===== src/rtl/line_ring_ctrl_pkg.sv =====
// Shared constants and display FSM state type for the line-buffer ring
// and its neighbours (line mux, fill engine).
package line_ring_ctrl_pkg;

    localparam int SELECT_WIDTH = 4;
    localparam int LINES        = 15;
    localparam int ADDR_WIDTH   = 10;
    localparam int H_ACTIVE     = 640;

    typedef enum logic {
        DISP_IDLE   = 1'b0,
        DISP_ACTIVE = 1'b1
    } disp_state_e;

endpackage


===== src/rtl/line_ring_ctrl_ring_ptr.sv =====
// Modulo-LINES wrapping pointer with advance enable; used for both the
// fill and display positions in the buffer ring.
module ring_ptr #(
    parameter int WIDTH = 4,
    parameter int LINES = 15
) (
    input  logic             clk,
    input  logic             reset,
    input  logic             en,
    output logic [WIDTH-1:0] ptr
);

    localparam logic [WIDTH-1:0] LAST = WIDTH'(LINES - 1);

    logic [WIDTH-1:0] ptr_q;
    logic [WIDTH-1:0] ptr_d;

    always_comb begin
        ptr_d = ptr_q;
        if (en) begin
            ptr_d = (ptr_q == LAST) ? '0 : ptr_q + WIDTH'(1);
        end
    end

    always_ff @(posedge clk or posedge reset) begin
        if (reset) begin
            ptr_q <= '0;
        end else begin
            ptr_q <= ptr_d;
        end
    end

    assign ptr = ptr_q;

endmodule


===== src/rtl/line_ring_ctrl.sv =====
// Line-buffer ring sequencer: hands free buffers to the fill engine and
// steps the display through filled buffers in step with VGA strobes.
module line_ring_ctrl #(
    parameter int SELECT_WIDTH = line_ring_ctrl_pkg::SELECT_WIDTH,
    parameter int LINES        = line_ring_ctrl_pkg::LINES,
    parameter int ADDR_WIDTH   = line_ring_ctrl_pkg::ADDR_WIDTH,
    parameter int H_ACTIVE     = line_ring_ctrl_pkg::H_ACTIVE
) (
    input  logic                    clk,
    input  logic                    reset,
    input  logic                    i_line_start,
    input  logic                    i_pixel_en,
    input  logic                    i_fill_done,
    output logic                    o_fill_req,
    output logic [SELECT_WIDTH-1:0] o_fill_sel,
    output logic [SELECT_WIDTH-1:0] o_select,
    output logic [ADDR_WIDTH-1:0]   o_rd_addr,
    output logic                    o_underrun
);

    import line_ring_ctrl_pkg::*;

    localparam int                    CW        = SELECT_WIDTH + 1;
    localparam logic [CW-1:0]         LINES_C   = CW'(LINES);
    localparam logic [ADDR_WIDTH-1:0] LAST_ADDR = ADDR_WIDTH'(H_ACTIVE - 1);

    disp_state_e             state_q, state_d;
    logic                    own_q, own_d;
    logic [SELECT_WIDTH-1:0] sel_q, sel_d;
    logic [ADDR_WIDTH-1:0]   addr_q, addr_d;
    logic                    underrun_q, underrun_d;
    logic [CW-1:0]           count_q, count_d;

    logic [SELECT_WIDTH-1:0] fill_ptr;
    logic [SELECT_WIDTH-1:0] disp_ptr;
    logic                    fill_adv;
    logic                    rel_buf;

    assign fill_adv = i_fill_done && (count_q < LINES_C);

    ring_ptr #(.WIDTH(SELECT_WIDTH), .LINES(LINES)) u_fill_ptr (
        .clk   (clk),
        .reset (reset),
        .en    (fill_adv),
        .ptr   (fill_ptr)
    );

    ring_ptr #(.WIDTH(SELECT_WIDTH), .LINES(LINES)) u_disp_ptr (
        .clk   (clk),
        .reset (reset),
        .en    (rel_buf),
        .ptr   (disp_ptr)
    );

    // A line start always wins: it aborts any line in progress without release.
    always_comb begin
        state_d    = state_q;
        own_d      = own_q;
        sel_d      = sel_q;
        addr_d     = addr_q;
        underrun_d = underrun_q;
        rel_buf    = 1'b0;
        if (i_line_start) begin
            addr_d  = '0;
            state_d = DISP_ACTIVE;
            if (count_q != '0) begin
                sel_d = disp_ptr;
                own_d = 1'b1;
            end else begin
                underrun_d = 1'b1;
                own_d      = 1'b0;
            end
        end else if (state_q == DISP_ACTIVE && i_pixel_en) begin
            if (addr_q == LAST_ADDR) begin
                state_d = DISP_IDLE;
                rel_buf = own_q;
            end else begin
                addr_d = addr_q + ADDR_WIDTH'(1);
            end
        end
    end

    always_comb begin
        count_d = count_q;
        case ({fill_adv, rel_buf})
            2'b10:   count_d = count_q + CW'(1);
            2'b01:   count_d = count_q - CW'(1);
            default: count_d = count_q;
        endcase
    end

    always_ff @(posedge clk or posedge reset) begin
        if (reset) begin
            state_q    <= DISP_IDLE;
            own_q      <= 1'b0;
            sel_q      <= '0;
            addr_q     <= '0;
            underrun_q <= 1'b0;
            count_q    <= '0;
        end else begin
            state_q    <= state_d;
            own_q      <= own_d;
            sel_q      <= sel_d;
            addr_q     <= addr_d;
            underrun_q <= underrun_d;
            count_q    <= count_d;
        end
    end

    assign o_fill_req = (count_q < LINES_C);
    assign o_fill_sel = fill_ptr;
    assign o_select   = sel_q;
    assign o_rd_addr  = addr_q;
    assign o_underrun = underrun_q;

endmodule


===== config.mk =====
export PLATFORM = sky130hd
export DESIGN_NAME = line_ring_ctrl
export DESIGN_NICKNAME = d
export VERILOG_FILES = /design/src/rtl/line_ring_ctrl_pkg.sv /design/src/rtl/line_ring_ctrl_ring_ptr.sv /design/src/rtl/line_ring_ctrl.sv
export SDC_FILE = /design/constraint.sdc
export NUM_CORES = 1
export LEC_CHECK = 0
export ABC_AREA = 1
export CELL_PAD_IN_SITES_DETAIL_PLACEMENT = 0
export CELL_PAD_IN_SITES_GLOBAL_PLACEMENT = 2
export CORE_MARGIN = 2
export CORE_UTILIZATION = 33
export DETAILED_ROUTE_END_ITERATION = 12
export PLACE_DENSITY = 0.93
export SKIP_LAST_GASP = 1
export SLEW_MARGIN = 20
export SYNTH_ARGS = -nofsm -noshare
export SYNTH_HDL_FRONTEND = slang
export SYNTH_SLANG_ARGS = --single-unit

===== constraint.sdc =====
create_clock -name clk -period 5 [get_ports clk]
set_input_delay 0.5 -clock clk [delete_from_list [all_inputs] [get_ports clk]]
set_output_delay 0.5 -clock clk [all_outputs]
set_load 0.05 [all_outputs]

==> flow_metrics.py <==
metrics = {
    "outcome": {
        "status": "complete, no violations",
    },
    "timing": {
        "max_freq_mhz": 384.0,
        "final.setup.tns_ps": 0,
        "setup_viol": 0,
        "slew_headroom_pct": 65.77,
        "drv_slew": 0,
        "worst_slew_pin_slew_ps": 511.8,
        "hold_viol_final": 0,
        "post-route-worst-setup-slack_ps": 2396,
        "fin_crit_sh_pct": 52.09,
        "fin_crit_ps": 2604,
        "rsz0062_at_grt": "no",
        "fin_skew_ps": 5.928,
    },
    "yosys": {
        "synth-async-reset-ratio_pct": 100.0,
        "yosysSeqAreaShare_pct": 44.44,
        "synthesis.area_um2": 1689,
        "synth-edff-count": 0,
        "yosys_warnings": 0,
        "synthFlopType": "dfrtp_1",
        "syn_avg_cell_area_um2": 7.609,
        "synth-seq-cells": 30,
        "synth_cells": 222,
        "synth_cell_types": 27,
        "synth_nets": 233,
    },
    "power": {
        "cellPowerDensity_nw_per_um2": 411.2,
        "ir_worst_vdd_uv": 217.4,
        "p_leak_nw": 1.008,
    },
    "finish": {
        "drive_gt1_share_pct": 7.510,
        "multi_input_area_um2": 820.8,
        "num_antenna_cells": 0,
        "nets": 263,
        "seq_area_um2": 750.7,
        "synthToLayoutAreaGrowth_pct": 25.63,
        "fillers": 536,
    },
    "grt": {
        "grt_max_degree": 31,
        "grt-ovfl-total": 0,
        "use_met1_pct": 19.77,
        "grt_pass1_wl_um": 6078,
        "grt_pass1_vias": 1322,
        "top_usage_layer": "met2",
        "use_met2_pct": 20.58,
        "antenna_found_initial": 0,
        "grt_use_total_pct": 13.95,
        "grtUsageMet3_pct": 3.836,
    },
    "clocking": {
        "htree_num_levels": 2,
        "cts_tree": "yes",
        "clockBufferDepth": 2,
        "postCtsHoldBufs": 0,
        "post_cts_buffers": 0,
        "clk_pin_slew_ps": 70,
        "clk_latency_ps": 280,
        "cts_sinks": 30,
        "cts_root_buffer": "clkbuf_8",
        "cts-resized-gates": 0,
        "cts_inserted_buffers": 5,
    },
    "job": {
        "maxCapViolCount": 0,
    },
    "die": {
        "die_h_um": 75.55,
        "initial_core_util_pct": 33.72,
        "die_area_um2": 5707,
        "top_level_ports": 25,
        "coreArea_um2": 5010,
        "die_w_um": 75.55,
        "fp-row-count": 26,
    },
    "worst_setup_path": {
        "worst-setup-path-type": "input pin to register",
        "r2r_start": "o_rd_addr[1]$_DFFE_PP0P_",
        "worstPathArrival_ps": 2780,
        "endpoint_kind": "register",
        "worst_setup_path_start_kind": "input pin",
        "startpoint": "i_line_start",
        "cp.required_ps": 5170,
        "path_max_fanout": 7,
    },
    "min_path": {
        "min_from": "state_q$_DFFE_PP0P_",
        "hp-class": "register to register",
    },
    "routing": {
        "drtIter0Drc": 67,
        "num_vias": 1467,
        "detail_route.first_pass.iterations": 4,
        "vias_per_cell": 4.542,
        "wire_per_inst_um": 11.21,
        "drc": 0,
        "wl_um": 3622,
        "drtAntennaViolNets": 0,
    },
    "placed_design": {
        "port_buffers": 24,
        "gp_congestion": 0.8393,
        "dp_hpwl_um": 2645,
        "pre_cts_ws_ps": 2096,
    },
}
[critical path, stage by stage]
cell	delay, ps
clkdlybuf4s50_1	500
nor3_1	420
nand2_4	130
clkinv_2	70
ha_1	240
inv_1	80
fa_1	350
inv_1	70
nand2_1	60
nand2_1	60
nand2_1	60
nand3b_1	80
nand2_1	50
nand2_1	50
nand2_1	40
[sequential cells by signal, indices dropped and copies added (netlist names)]
signal,count
o_rd_addr,10
count_q,5
o_select,4
u_disp_ptr.ptr,4
u_fill_ptr.ptr,4
o_underrun,1
own_q,1
state_q,1
[synthesized netlist by cell type (3+ instances only)]
library cell | instances | area share (%)
a21oi_1 | 3 | 0.89
ha_1 | 5 | 3.7
dfrtp_1 | 30 | 44
nand3_1 | 17 | 5.0
nand4_1 | 3 | 1.1
o21ai_1 | 7 | 2.1
nor2_1 | 19 | 4.2
xor2_1 | 4 | 2.1
nand2_1 | 71 | 16
o21ai_0 | 14 | 4.1
inv_1 | 25 | 5.6
nand3b_1 | 3 | 1.3
[stage by stage]
step	utilization, %	area (µm²)	std cells	total power, W	hold slack [ps]
finish	42.36	2122	323	0.0008727	475.9
global route	42.36	2122	323	0.0009350	507.3
CTS	42.36	2122	323	0.0008882	484.5
detailed placement	40.18	2013	315	0.0006401	469.7
global placement	40.18	2013	315	0.0006392	465.7
floorplan	-	1689	222	0.0005455	441.1
[placed cells by master, fill, tap and decap left out, drive strengths merged, types with 2 or more instances in the layout]
cell type and count:
o21ai 21, nand3b 3, dfrtp 30, inv 27, ha 5, nor2 22
nor3 2, nand2 74, clkdlybuf4s50 24, xnor2 2, clkbuf 5, nand4 3
o211ai 2, xor2 4, clkinv 3, nand3 18, a21oi 3
[report_power, final]
group	internal (W)	leakage [nW]	switching, W
logic	0.000103	0.578	0.000201
registers	0.000285	0.372	0.0000444
clock network	0.000146	0.0579	0.0000931
total	0.000534	1.01	0.000338
[path summary, 6_finish.rpt]
check	endpoint	slack, ps	cells after the start
worst min-delay path	state_q$_DFFE_PP0P_	480	2
worst max register to register	count_q[4]$_DFFE_PP0P_	2440	18
max in group asynchronous	o_rd_addr[0]$_DFFE_PP0P_	4110	3
worst max-delay path	count_q[4]$_DFFE_PP0P_	2400	15
worst min register to register	state_q$_DFFE_PP0P_	480	2
min in group asynchronous	o_select[3]$_DFFE_PP0P_	590	3
[layout make-up]
cell class | instances | area share [%]
Clock buffer | 5 | 3.243
Clock inverter | 3 | 1.887
Inverter | 28 | 5.012
Multi-Input combinational cell | 162 | 38.68
Sequential cell | 30 | 35.38
Tap cell | 70 | 4.127
Timing Repair Buffer | 25 | 11.67
[routing by layer]
metal | routed length, µm | share of wire [%] | up-vias
li1 | - | - | 770
met1 | 1872 | 52 | 667
met2 | 1555 | 43 | 24
met3 | 139 | 3.8 | 6
met4 | 54 | 1.5 | 0
met5 | 0 | 0 | -
[logic make-up (layout without fill, tap and decap cells)]
kind of cell	Yosys count	in the layout	share of synthesized area, %
flops	30	30	44.44
xor+xnor	6	6	3.111
simple gates	122	122	31.78
fa+ha+maj	6	6	4.889
buf+inv	30	61	6.963
compound gates	28	28	8.815
Power figures use the tool's default switching activity.
